--- src/rtl/x_ramb4_fifo_pkg.sv ---
// Shared sizing for the 4096x1 block-RAM FIFO controller.
package x_ramb4_fifo_pkg;

    localparam int unsigned DEPTH  = 4096;
    localparam int unsigned ADDR_W = 12;
    // One extra bit above the address distinguishes full from empty.
    localparam int unsigned PTR_W  = 13;

    typedef logic [ADDR_W-1:0] addr_t;
    typedef logic [PTR_W-1:0]  ptr_t;

    // Entries stored, given the write and read pointers.
    function automatic ptr_t fifo_count(input ptr_t wptr, input ptr_t rptr);
        return wptr - rptr;
    endfunction

endpackage

--- src/rtl/x_fifo_ptr.sv ---
// Wrap-bit FIFO pointer: the low ADDR_W bits address the RAM and the top bit
// toggles each time the address rolls over from DEPTH-1 back to 0.
module x_fifo_ptr
    import x_ramb4_fifo_pkg::*;
(
    input  logic clk_i,
    input  logic rst_i,
    input  logic inc_i,
    output ptr_t ptr_o
);

    ptr_t ptr_d;
    ptr_t ptr_q;

    // Next pointer: plain binary increment, the wrap bit falls out of the carry.
    always_comb begin
        ptr_d = ptr_q;
        if (inc_i) begin
            ptr_d = ptr_q + ptr_t'(1);
        end
    end

    // Pointer register, cleared asynchronously.
    always_ff @(posedge clk_i or posedge rst_i) begin
        if (rst_i) begin
            ptr_q <= '0;
        end else begin
            ptr_q <= ptr_d;
        end
    end

    assign ptr_o = ptr_q;

endmodule

--- src/rtl/x_ramb4_s1_fifo_ctrl.sv ---
// Synchronous FIFO controller driving an external 4096x1 dual-port block RAM.
// Port A writes, port B reads; read data appears one cycle after the read.
module x_ramb4_s1_fifo_ctrl
    import x_ramb4_fifo_pkg::*;
#(
    parameter int unsigned AFULL_THRESH  = 4088,
    parameter int unsigned AEMPTY_THRESH = 8
) (
    input  logic              CLK,
    input  logic              RST,
    input  logic              WR_EN,
    input  logic              DIN,
    output logic              FULL,
    output logic              AFULL,
    output logic              WR_OVF,
    input  logic              RD_EN,
    output logic              EMPTY,
    output logic              AEMPTY,
    output logic              RD_UDF,
    output logic              DOUT,
    output logic              DOUT_VALID,
    output logic [PTR_W-1:0]  COUNT,
    output logic [ADDR_W-1:0] RAM_ADDRA,
    output logic              RAM_ENA,
    output logic              RAM_WEA,
    output logic              RAM_DIA,
    output logic              RAM_RSTA,
    output logic [ADDR_W-1:0] RAM_ADDRB,
    output logic              RAM_ENB,
    output logic              RAM_WEB,
    output logic              RAM_RSTB,
    input  logic              RAM_DOB
);

    localparam ptr_t AfullThr  = PTR_W'(AFULL_THRESH);
    localparam ptr_t AemptyThr = PTR_W'(AEMPTY_THRESH);

    ptr_t wptr;
    ptr_t rptr;
    ptr_t count;
    logic full;
    logic empty;
    logic wr_accept;
    logic rd_accept;

    logic dout_valid_d, dout_valid_q;
    logic wr_ovf_d, wr_ovf_q;
    logic rd_udf_d, rd_udf_q;

    x_fifo_ptr u_wptr (
        .clk_i (CLK),
        .rst_i (RST),
        .inc_i (wr_accept),
        .ptr_o (wptr)
    );

    x_fifo_ptr u_rptr (
        .clk_i (CLK),
        .rst_i (RST),
        .inc_i (rd_accept),
        .ptr_o (rptr)
    );

    // Status flags from registered pointers only; same-cycle requests never feed back.
    always_comb begin
        count     = fifo_count(wptr, rptr);
        full      = (wptr[ADDR_W] != rptr[ADDR_W]) &&
                    (wptr[ADDR_W-1:0] == rptr[ADDR_W-1:0]);
        empty     = (wptr == rptr);
        wr_accept = WR_EN && !full;
        rd_accept = RD_EN && !empty;
    end

    // RAM port drive; enables are forced low while reset is held.
    always_comb begin
        RAM_ENA   = wr_accept && !RST;
        RAM_WEA   = wr_accept && !RST;
        RAM_ADDRA = wptr[ADDR_W-1:0];
        RAM_DIA   = DIN;
        RAM_RSTA  = 1'b0;
        RAM_ENB   = rd_accept && !RST;
        RAM_ADDRB = rptr[ADDR_W-1:0];
        RAM_WEB   = 1'b0;
        RAM_RSTB  = 1'b0;
    end

    // Next state of the one-cycle flags.
    always_comb begin
        dout_valid_d = rd_accept;
        wr_ovf_d     = WR_EN && full;
        rd_udf_d     = RD_EN && empty;
    end

    // Flag registers; reset drops any read still in flight.
    always_ff @(posedge CLK or posedge RST) begin
        if (RST) begin
            dout_valid_q <= 1'b0;
            wr_ovf_q     <= 1'b0;
            rd_udf_q     <= 1'b0;
        end else begin
            dout_valid_q <= dout_valid_d;
            wr_ovf_q     <= wr_ovf_d;
            rd_udf_q     <= rd_udf_d;
        end
    end

    // Outputs.
    always_comb begin
        FULL       = full;
        EMPTY      = empty;
        COUNT      = count;
        AFULL      = (count >= AfullThr);
        AEMPTY     = (count <= AemptyThr);
        WR_OVF     = wr_ovf_q;
        RD_UDF     = rd_udf_q;
        DOUT_VALID = dout_valid_q;
        DOUT       = RAM_DOB;
    end

endmodule

--- config.mk ---
export PLATFORM = sky130hd
export DESIGN_NAME = x_ramb4_s1_fifo_ctrl
export DESIGN_NICKNAME = d
export VERILOG_FILES = /design/src/rtl/x_ramb4_fifo_pkg.sv /design/src/rtl/x_fifo_ptr.sv /design/src/rtl/x_ramb4_s1_fifo_ctrl.sv
export SDC_FILE = /design/constraint.sdc
export NUM_CORES = 1
export LEC_CHECK = 0
export CAP_MARGIN = 30
export CORE_UTILIZATION = 48
export CTS_BUF_LIST = sky130_fd_sc_hd__clkbuf_2
export CTS_CLUSTER_DIAMETER = 100
export DETAILED_ROUTE_END_ITERATION = 16
export HOLD_SLACK_MARGIN = 0.12
export PLACE_DENSITY_LB_ADDON = 0.2
export SYNTH_ARGS = -nofsm -noshare
export SYNTH_HDL_FRONTEND = slang
export SYNTH_HIERARCHICAL = 1
export SYNTH_SLANG_ARGS = --single-unit
--- constraint.sdc ---
create_clock -name CLK -period 2.91 [get_ports CLK]
set_input_delay 0.582 -clock CLK [delete_from_list [all_inputs] [get_ports CLK]]
set_output_delay 0.582 -clock CLK [all_outputs]
set_load 0.01 [all_outputs]
Word-level counts from Yosys, hierarchy flattened
Cells that the tools add are included.
Cells by class
  $lt $le $gt $ge: 2
  reductions and logical operators: 10
  div/mod/pow operators: 0
  shift-type cells: 0
  $mul: 0
  $add $sub $neg: 3
  muxes and demuxes: 0
  equality and inequality tests: 3
  bitwise operators: 0
Operators by type and width (count)
  13-bit by 1-bit adder with 13-bit output (second input constant): 2
  13-bit equality test: 1
  13-bit by 12-bit greater-or-equal comparator with 1-bit output (second input constant): 1
  13-bit by 4-bit less-or-equal comparator with 1-bit output (second input constant): 1
  13-bit subtractor: 1
  12-bit equality test: 1
  1-bit logical AND: 7
  1-bit zero test: 3
  1-bit inequality test: 1
Word-level totals
  logic and storage cells: 23
  bits in latches: 0
  register bits after elaboration: 29
  output and inout port bits: 52
  RAM bits: 0
  input bits: 6
  ROM bits: 0
  memories kept: 0

Longest topological paths before layout
Gate-level depths: netlist of the first run.
  word-level depth: 5
  depth in mapped cells: 11
  gate-level depth less buffers: 9

By module
The synthesis of the first run kept the hierarchy.
Modules (own cells, without submodules)
  x_fifo_ptr: seq. area each 325.3 um2, cells an instance 50, area an instance 579.3 um2, times used 2
  x_ramb4_s1_fifo_ctrl: seq. area each 75.1 um2, cells an instance 150, area an instance 1138.6 um2, times used 1

Least setup slack after synthesis of the first run
Ideal clock, no wire load.
  kind: flip-flop to output port
  from: register u_wptr.ptr_q[0], in the netlist u_wptr/ptr_o[0]
  to: output AEMPTY
  data required time: 2.328 ns
  data arrival time: 2.467 ns
  stages on the path, launching flop included: 10
  slack: -0.139 ns
  cells stage by stage: dfrtp_1 -> inv_1 -> ha_1 -> fa_1 -> nand2b_2 -> a21oi_4 -> o2111ai_2 -> a32oi_2 -> xnor2_1 -> nor4_2
Between the ends
  cells in the longest elaborated chain, start to end: 2
RTL lines
  start, declared: RTL line x_fifo_ptr.sv:13  | ptr_t ptr_q;
  start signal, assigned: RTL line x_fifo_ptr.sv:28  | ptr_q <= ptr_d;
  13-bit subtractor: RTL line x_ramb4_fifo_pkg.sv:14  | return wptr - rptr;
  net COUNT[12]: RTL line x_ramb4_s1_fifo_ctrl.sv:22  | output logic [PTR_W-1:0] COUNT,
  13-bit by 4-bit less-or-equal comparator with 1-bit output: RTL line x_ramb4_s1_fifo_ctrl.sv:113  | AEMPTY = (count <= AemptyThr);
  end, declared: RTL line x_ramb4_s1_fifo_ctrl.sv:18  | output logic AEMPTY,
The timed path passes the listed nets, and every way through them passes these cells.

Worst setup path in the final report of the first run
  from: register u_wptr.ptr_q[0], in the netlist u_wptr/ptr_o[0]
  to: output AEMPTY
Between the ends
  cells in the longest elaborated chain, start to end: 2
RTL lines (RTL line)
  13-bit subtractor: x_ramb4_fifo_pkg.sv:14
  13-bit by 4-bit less-or-equal comparator with 1-bit output: x_ramb4_s1_fifo_ctrl.sv:113
Every way passes these cells.

==> results of run 1 <==
==> registers in the layout, indices dropped and copies added, names as in the netlist <==
name,cells
RD_UDF,1
WR_OVF,1
u_wptr/ptr_o,13
u_rptr/ptr_o,13
DOUT_VALID,1
==> where the power goes <==
| part | internal [mW] | switching [mW] | total (mW) |
|---|---|---|---|
| Clock | 0.0524 | 0.150 | 0.202 |
| Combinational | 2.93 | 2.45 | 5.38 |
| Sequential | 0.508 | 0.0966 | 0.605 |
| Total | 3.49 | 2.70 | 6.19 |
==> cells by family after synthesis <==
family	count (synthesis)	share of synthesized area (%)
and+or+nand+nor	87	22.8
buffers and inverters	42	8.50
AOI/OAI and AO/OA	39	13.9
xor gates and xnor gates	32	12.2
DFF	29	31.6
adders and majority gates	15	8.50
muxes	5	2.29
other	1	0.163
==> area by class of cell <==
| class | instances | area (um2) |
|---|---|---|
| Multi-Input combinational cell | 181 | 1710 |
| Timing Repair Buffer | 141 | 1220 |
| Sequential cell | 29 | 728 |
| Fill cell | 210 | 607 |
| Inverter | 28 | 109 |
| Tap cell | 52 | 65.1 |
| Clock buffer | 5 | 25.0 |
| Clock inverter | 3 | 12.5 |
==> critical path, cell delays in order, from the launching register on <==
cell       delay, ps
dfrtp_2          430
inv_1             90
ha_4             140
buf_4            110
nand3b_1         210
buf_6            150
a211oi_4          60
a2111oi_4        400
mux2i_1          270
nor3b_2           90
nor4_4           240
buf_2            170
==> stage by stage <==
stage / setup TNS [ps] / hold WS (ps) / cell area, um2 / instances
3_5_place_dp: -1680 / 483 / 3320 / 410
2_1_floorplan: 0 / 346 / 2320 / 252
3_3_place_gp: -1250 / 476 / 3320 / 410
5_1_grt: -3900 / 449 / 3870 / 439
6_report: -2360 / 445 / 3870 / 439
4_1_cts: -1780 / 421 / 3700 / 430
==> worst min path at each step <==
| stage | endpoint | slack (ps) | cells past startpoint |
|---|---|---|---|
| after floorplan | DOUT_VALID$_DFF_PP0_ | 350 | 1 |
| after global placement | u_wptr/ptr_o[12]$_DFFE_PP0P_ | 480 | 1 |
| after detailed placement | u_wptr/ptr_o[12]$_DFFE_PP0P_ | 480 | 1 |
| after CTS | WR_OVF$_DFF_PP0_ | 420 | 2 |
| after global routing | DOUT_VALID$_DFF_PP0_ | 450 | 2 |
| final | RD_UDF$_DFF_PP0_ | 450 | 2 |
==> cells in the mapped netlist (2+ instances only) <==
cell type / number
dfrtp_1: 29
inv_1: 28
xor2_1: 17
xnor2_1: 15
ha_1: 14
nand2_1: 11
nor2_1: 11
nor3_1: 11
nand3_1: 10
a21oi_1: 9
nand4_1: 7
buf_2: 6
buf_4: 6
nor2b_1: 6
nor4_1: 5
a21o_1: 4
and2_1: 4
nand4_2: 4
mux2i_1: 3
nor3b_1: 3
a2111o_1: 2
and3_1: 2
mux2_2: 2
nand2b_1: 2
nor3_2: 2
nor4_2: 2
o2111ai_1: 2
==> what timing repair did <==
action                     CTS  global route
setup endpoints to repair   17            17
setup buffers               14            11
pin swaps                   29            15
resized for setup          105            29
cloned                       0             0
==> layer usage <==
layer / vias to the layer above / global-route usage [%] / routed length [um]
li1: 1148 / - / -
met1: 1239 / 37.6 / 3160
met2: 109 / 56.0 / 4200
met3: 27 / 6.84 / 538
met4: 0 / 13.3 / 265
met5: - / 0 / 0
==> cell usage in the layout (no fill, tap or decap), types with 5 or more instances in the layout <==
master and instances:
nor3_1 10, nor2_1 10, nand3_1 10, xor2_1 16
dfrtp_1 27, clkdlybuf4s50_1 32, ha_1 5, xnor2_1 12
inv_1 25, buf_2 5, nand2_1 11, clkbuf_2 6
ha_4 9, a21oi_1 5, buf_4 78, buf_6 22
nand4_1 7
==> results by group, run 1 <==
Logic synthesis
  • EDFF count, synth: 0
  • Seq cells post-synth: 29
  • Synthesized area: 2300 um2
  • Ys Warns: 6
  • Synth area leader: dfrtp_1
  • Primary FF master, synth: dfrtp_1
  • Yosys top cell area share: 31.6%
  • Syn Area/Cell: 9.19 um2
  • Synth area leaders: dfrtp_1 32%, ha_1 7.6%, xor2_1 6.5%
  • Seq/Total Area, Yosys: 31.6%
  • Yosys cell types: 60
  • Post-synthesis async set-or-reset flop share: 100%
  • Gate Count Post-Synth: 250

Drt
  • Final wirelength: 8160 um
  • Routed length per placed instance: 18.6 um
  • Via count: 2,523
  • DR DRC count: 5
  • DRT antenna net count: 0
  • Drt first-iter violations: 132
  • DR vias/cell: 5.75
  • DR pass1 iterations: 11

Clocking
  • Cts hold-fix bufs: 0
  • Worst-path clk slew: 150 ps
  • CTS tree: yes
  • CTS Buf Count: 5
  • Clock latency on the worst-skew pair: 390 ps
  • H-tree depth: 2
  • CTS sink cnt: 29
  • Root Driver: clkbuf_2
  • Clock tree buffer depth: 2

Timing
  • Worst-Margin Slew: 574 ps
  • Max Clk Rate: 302 MHz
  • Fin crit share: 114%
  • Setup Viol. Count Final: 13
  • Period minus WS final: 3310 ps
  • Setup WS post-layout: -404 ps
  • Slew margin rel.: 61.7%
  • Fin. max-slew vios: 0
  • Final Hold Viols: 0
  • RSZ-0062 raised after global routing: yes
  • Clk_skew: 16.2 ps

Critical path
  • Highest fanout seen on the critical path: 3
  • Flop2flop setup slack: 210 ps
  • CP endpoint: AEMPTY
  • Worst path arrival time: 2730 ps
  • CP Launch Type: register
  • Setup crit end kind: output port
  • RR Endpoint: u_rptr/ptr_o[11]$_DFFE_PP0P_
  • Worst reg-to-reg path cell count: 13
  • Setup Crit Path Kind: reg2out
  • Worst Setup SP: u_wptr/ptr_o[0]$_DFFE_PP0P_
  • CP Data Required Time: 2330 ps
  • R2R Path Start: u_rptr/ptr_o[1]$_DFFE_PP0P_

Floorplan
  • Rows: 24
  • Die width: 71.2 um
  • Initial Utilization: 51.3%
  • Die Ht: 71.2 um
  • Total die area: 5070 um2
  • # IOs: 58
  • Core area: 4470 um2

Power and ir drop
  • LEAKAGE: 1.87 nW
  • Max IR drop VDD: 1270 uV
  • PD cells: 1600 nW/um2
  • Pwr Total: 6.19 mW

Placed design
  • DP Worst Slack: -405 ps
  • Placer congestion estimate: 0.854
  • DP HPWL: 5050 um
  • I/O Buffers: 50

GRT
  • First-pass GRT wire length: 12,200 um
  • Vias in the first global route: 2,534
  • Initial antenna violation count: 0
  • Largest net degree at the start of global routing: 14
  • GRT Util Overall: 31.9%
  • Grt ovf: 0

Final layout
  • Area delta synth->final: 68.4%
  • Fin util: 86.4%
  • Fin nets: 407
  • Fraction of layout cells with a size suffix above 1: 43.4%
  • Antenna Cells: 0

Run
  • Max-cap violation count: 0

Worst hold path
  • Min-delay worst type: in2async

Run status
  • Status: finished, violations left
  • Failing checks: design-rule violations, negative setup slack
Note: power is estimated with default switching activity, not from simulation.
==> inputs of run 2 (changes only) <==
--- a/config.mk
+++ b/config.mk
@@ -6,12 +6,14 @@
 export NUM_CORES = 1
 export LEC_CHECK = 0
 export CAP_MARGIN = 30
+export CORE_MARGIN = 2
 export CORE_UTILIZATION = 48
 export CTS_BUF_LIST = sky130_fd_sc_hd__clkbuf_2
 export CTS_CLUSTER_DIAMETER = 100
 export DETAILED_ROUTE_END_ITERATION = 16
 export HOLD_SLACK_MARGIN = 0.12
 export PLACE_DENSITY_LB_ADDON = 0.2
+export SLEW_MARGIN = 5
 export SYNTH_ARGS = -nofsm -noshare
 export SYNTH_HDL_FRONTEND = slang
 export SYNTH_HIERARCHICAL = 1
==> results by group, run 2 (synthesis gave the netlist of run 1 again) <==
Run status
  • Status: finished, violations left
  • Failing checks: negative setup slack

Floorplan
  • # IOs: 58
  • Die width: 73.2 um
  • Core area: 4660 um2
  • Total die area: 5360 um2
  • Rows: 25
  • Die Ht: 73.2 um
  • Initial Utilization: 49.3%

Drt
  • DR DRC count: 0
  • Routed length per placed instance: 17.4 um
  • Final wirelength: 7770 um
  • DR vias/cell: 5.57
  • DR pass1 iterations: 4
  • DRT antenna net count: 0
  • Drt first-iter violations: 188
  • Via count: 2,483

Timing
  • Clk_skew: 29.9 ps
  • Max Clk Rate: 292 MHz
  • Setup WS post-layout: -515 ps
  • Slew margin rel.: 61.8%
  • Fin Setup TNS: -2820 ps
  • Setup Viol. Count Final: 14
  • Fin. max-slew vios: 0
  • Fin crit share: 118%
  • Final Hold Viols: 0
  • Worst-Margin Slew: 572 ps
  • RSZ-0062 raised after global routing: yes
  • Period minus WS final: 3420 ps

Critical path
  • CP Cell Sequence: ha_4, fa_2, nand2b_4, a21oi_4, buf_6, o211a_1, nor3_2, buf_4, nand4b_1, nor4_4, buf_2
  • Flop2flop setup slack: 300 ps
  • Setup Crit Path Kind: reg2out
  • Worst path arrival time: 2840 ps
  • R2R Path Start: u_wptr/ptr_o[5]$_DFFE_PP0P_
  • Highest fanout seen on the critical path: 4
  • Largest stage delay, worst path: 460 ps
  • Worst Setup SP: u_rptr/ptr_o[0]$_DFFE_PP0P_
  • Worst reg-to-reg path cell count: 11
  • CP Launch Type: register
  • Setup crit end kind: output port
  • RR Endpoint: u_wptr/ptr_o[9]$_DFFE_PP0P_
  • Crit-path slowest cell: dfrtp_2
  • CP Data Required Time: 2330 ps

Placed design
  • Placer congestion estimate: 0.834
  • DP HPWL: 5040 um
  • I/O Buffers: 50

Power and ir drop
  • Logic pwr share: 86.6%
  • LEAKAGE: 1.87 nW
  • Clock share of power: 3.3%
  • Sequential power share: 10.1%
  • Net Switching: 2.63 mW
  • Max IR drop VDD: 835 uV
  • Pwr Total: 6.06 mW
  • PD cells: 1590 nW/um2
  • Pint: 3.44 mW
  • Sw frac: 43.3%

Clocking
  • H-tree depth: 2
  • CTS Buf Count: 5
  • Worst-path clk slew: 170 ps
  • Clock tree buffer depth: 2
  • CTS sink cnt: 29
  • Root Driver: clkbuf_2
  • Clock latency on the worst-skew pair: 380 ps
  • CTS tree: yes

Final layout
  • Antenna Cells: 0
  • Most common cell after layout, fill and taps aside: buf_4
  • Area delta synth->final: 65.7%
  • Fraction of layout cells with a size suffix above 1: 42.3%
  • # fillers: 295
  • Fin nets: 412
  • Commonest cells after routing, fill and taps aside: 93 x buf_4, 33 x clkdlybuf4s50_1, 25 x dfrtp_1

GRT
  • First-pass GRT wire length: 11,400 um
  • Initial antenna violation count: 0
  • Grt ovf: 0
  • GR peak layer: met2
  • Global routing met3 resource utilization: 4.28%
  • Met1 Resource Use GR: 31.9%
  • GRT Util Overall: 27.5%
  • Largest net degree at the start of global routing: 14
  • Vias in the first global route: 2,472
  • Met2 Resource Use GR: 51.5%

Worst hold path
  • Min-delay worst type: in2async

Run
  • Max-cap violation count: 0
## run 2: power by group through the flow
| stage | combinational, mW | clock, mW | sequential, mW |
|---|---|---|---|
| 4_1_cts | 4.72 | 0.199 | 0.598 |
| 3_5_place_dp | 4.17 | 0 | 0.584 |
| 2_1_floorplan | 1.86 | 0 | 0.720 |
| 3_3_place_gp | 4.09 | 0 | 0.575 |
| 5_1_grt | 5.51 | 0.221 | 0.623 |
| 6_report | 5.25 | 0.199 | 0.615 |
## run 2: area by class of cell
class | instances | area (um2) | area share, %
multi-input combinational | 181 | 1650 | 43.3
timing repair buffer | 146 | 1220 | 32.0
sequential | 29 | 731 | 19.2
inverter | 28 | 105 | 2.76
tap | 54 | 67.6 | 1.78
clock buffer | 5 | 25.0 | 0.657
clock inverter | 3 | 12.5 | 0.329
## run 2: worst max-delay path: cells and delay by family, from the launching register on
| kind | cells | cell delay [ps] |
|---|---|---|
| AND/OR/NAND/NOR | 4 | 710 |
| adder cells (fa/ha/maj) | 2 | 510 |
| flip-flops | 1 | 460 |
| buffers and inverters | 3 | 450 |
| AO/OA/AOI/OAI | 2 | 320 |
## run 2: what timing repair did
action,4_1_cts,5_1_grt
buffers inserted,18,6
setup endpoints to repair,17,17
hold buffers,0,0
pin swaps,23,18
gates resized for setup,79,23
## run 2: routing by layer
layer | vias to the layer above | share of wire [%]
li1 | 1157 | -
met1 | 1204 | 40
met2 | 95 | 52
met3 | 27 | 4.5
met4 | 0 | 3.2
met5 | - | 0
## run 2: how the worst max path moves through the flow
stage	endpoint	cells past startpoint
floorplan	AEMPTY	8
global placement	AEMPTY	7
detailed placement	AFULL	11
CTS	AEMPTY	10
global route	AEMPTY	11
finish	AEMPTY	11
## run 2: metrics by stage
| step | hold WS (ps) | setup WS (ps) | cells | cell area, um2 | utilization [%] |
|---|---|---|---|---|---|
| floorplan | 346 | 19.9 | 252 | 2320 | - |
| global placement | 475 | -344 | 415 | 3350 | 71.8 |
| detailed placement | 481 | -405 | 415 | 3350 | 71.8 |
| CTS | 420 | -425 | 441 | 3670 | 78.8 |
| global route | 430 | -682 | 446 | 3810 | 81.7 |
| finish | 432 | -515 | 446 | 3810 | 81.7 |
==> inputs of run 3 (changes only) <==
--- a/config.mk
+++ b/config.mk
@@ -7,7 +7,7 @@
 export LEC_CHECK = 0
 export CAP_MARGIN = 30
 export CORE_MARGIN = 2
-export CORE_UTILIZATION = 48
+export CORE_UTILIZATION = 46
 export CTS_BUF_LIST = sky130_fd_sc_hd__clkbuf_2
 export CTS_CLUSTER_DIAMETER = 100
 export DETAILED_ROUTE_END_ITERATION = 16
==> constraint.sdc (replaced) <==
create_clock -name CLK -period 2.8 [get_ports CLK]
set_input_delay 0.56 -clock CLK [delete_from_list [all_inputs] [get_ports CLK]]
set_output_delay 0.56 -clock CLK [all_outputs]
set_load 0.01 [all_outputs]
==> results by group, run 3 (synthesis gave the netlist of run 1 again) <==
Run status
  • Status: finished, violations left
  • Failing checks: negative setup slack

GRT
  • Initial antenna violation count: 0
  • First-pass GRT wire length: 11,100 um
  • Largest net degree at the start of global routing: 14
  • Vias in the first global route: 2,332
  • GRT Util Overall: 26.2%
  • Grt ovf: 0

Placed design
  • DP Worst Slack: -429 ps
  • Placer congestion estimate: 0.927
  • I/O Buffers: 50
  • DP HPWL: 5070 um
  • Dpl cells: 428
  • Placed instance area: 3370 um2

Floorplan
  • # IOs: 58
  • Rows: 25
  • Die width: 74.7 um
  • Initial Utilization: 48.3%
  • Die Ht: 74.7 um
  • Core area: 4750 um2
  • Total die area: 5570 um2

Final layout
  • Non-Filler Instances: 462
  • Fraction of layout cells with a size suffix above 1: 45.3%
  • Most common cell after layout, fill and taps aside: buf_4
  • Area delta synth->final: 67.8%
  • Fin nets: 415
  • Commonest cells after routing, fill and taps aside: 89 x buf_4, 32 x clkdlybuf4s50_1, 26 x inv_1
  • Design area: 3850 um2
  • Antenna Cells: 0

Run
  • Max-cap violation count: 0

Drt
  • DR DRC count: 0
  • DR vias/cell: 5.27
  • Via count: 2,434
  • Routed length per placed instance: 15.9 um
  • DRT antenna net count: 0
  • Final wirelength: 7340 um
  • Drt first-iter violations: 117
  • DR pass1 iterations: 4

Critical path
  • CP Cell Sequence: ha_4, fa_2, nand2b_4, a21oi_4, buf_6, o211a_1, nor3_2, buf_4, buf_4, buf_6, buf_6, buf_6, buf_6, buf_6
  • Flop2flop setup slack: 210 ps
  • Setup crit end kind: output port
  • Crit-path slowest cell: dfrtp_2
  • Most common cell on crit path: buf_6
  • Setup Crit Path Kind: reg2out
  • CP Data Required Time: 2240 ps
  • CP Launch Type: register
  • Highest fanout seen on the critical path: 4
  • Largest stage delay, worst path: 460 ps
  • Worst path arrival time: 2790 ps

Clocking
  • Clock latency on the worst-skew pair: 370 ps
  • Root Driver: clkbuf_2
  • Clock tree buffer depth: 2
  • CTS Buf Count: 5
  • CTS sink cnt: 29
  • H-tree depth: 2
  • Cts hold-fix bufs: 0
  • CTS tree: yes
  • Worst-path clk slew: 160 ps

Power and ir drop
  • LEAKAGE: 1.87 nW
  • PD cells: 1700 nW/um2
  • Pwr Total: 6.55 mW
  • Max IR drop VDD: 977 uV

Timing
  • Setup WS post-layout: -554 ps
  • Clk_skew: 26.6 ps
  • Fin crit share: 120%
  • Setup Viol. Count Final: 15
  • Period minus WS final: 3350 ps
  • Fin. max-slew vios: 0
  • Slew margin rel.: 61.8%
  • Max Clk Rate: 298 MHz
  • Worst-Margin Slew: 570 ps
  • Final Hold Viols: 0
  • RSZ-0062 raised after global routing: yes

Worst hold path
  • Min-delay worst type: in2async
-- run 3: cell types whose count changed in the layout (fill, tap and decap cells not counted), moves of 2 or more --
cell            change
buf_6              +10
buf_4               -4
inv_1               +4
inv_2               -4
a21oi_1             -3
a21oi_2             +3
clkbuf_2            +3
dlymetal6s2s_1      -3
ha_4                -2
nor2_1              -2
nor3_2              +2
-- run 3: where the power goes --
group | switching, mW | leakage [nW] | total, mW | internal (mW)
clock | 0.145 | 0.0306 | 0.212 | 0.0668
combinational | 2.46 | 1.49 | 5.71 | 3.25
sequential | 0.0939 | 0.353 | 0.626 | 0.532
-- run 3: cell type report --
type                            instances  area [um2]
Clock inverter                          1        3.75
Sequential cell                        29         732
Tap cell                               67        83.8
Clock buffer                            7        35.0
Fill cell                             301         901
Timing Repair Buffer                  149        1250
Inverter                               28         105
Multi-Input combinational cell        181        1640
-- run 3: critical path, delay by kind of cell (launching register included) --
family                   cells  cell delay [ps]
AO/OA/AOI/OAI                2              320
adder cells (fa/ha/maj)      2              510
AND/OR/NAND/NOR              2              220
flip-flops                   1              460
buffers and inverters        8              910
-- run 3: worst paths after layout --
kind	from	endpoint	cells past startpoint
worst max register to register	u_rptr/ptr_o[4]$_DFFE_PP0P_	u_wptr/ptr_o[11]$_DFFE_PP0P_	12
worst max-delay path	u_rptr/ptr_o[0]$_DFFE_PP0P_	COUNT[10]	14
worst min-delay path	RST	WR_OVF$_DFF_PP0_	2
min in group CLK	u_wptr/ptr_o[12]$_DFFE_PP0P_	u_wptr/ptr_o[12]$_DFFE_PP0P_	1
max in group asynchronous	RST	u_rptr/ptr_o[1]$_DFFE_PP0P_	2
worst min register to register	u_wptr/ptr_o[12]$_DFFE_PP0P_	u_wptr/ptr_o[12]$_DFFE_PP0P_	1
-- run 3: stage by stage --
stage | hold slack, ps | setup TNS [ps] | util (%)
2_1_floorplan | 324 | -45.8 | -
3_3_place_gp | 475 | -2060 | 71.0
3_5_place_dp | 482 | -2440 | 71.0
4_1_cts | 393 | -3180 | 78.4
5_1_grt | 433 | -4910 | 81.1
6_report | 425 | -3290 | 81.1
-- run 3: what timing repair did --
action	CTS	global route
endpoints found under the setup margin	18	18
gates cloned	0	0
gates resized for setup	113	17
setup buffers	19	13
pin swaps	23	23
-- run 3: layer usage --
metal	GRT usage [%]	wire [um]	part of all wire, %
met2	47.9	3850	52
met1	31.5	2950	40
met4	9.52	222	3.0
met5	0	0	0
met3	3.48	317	4.3
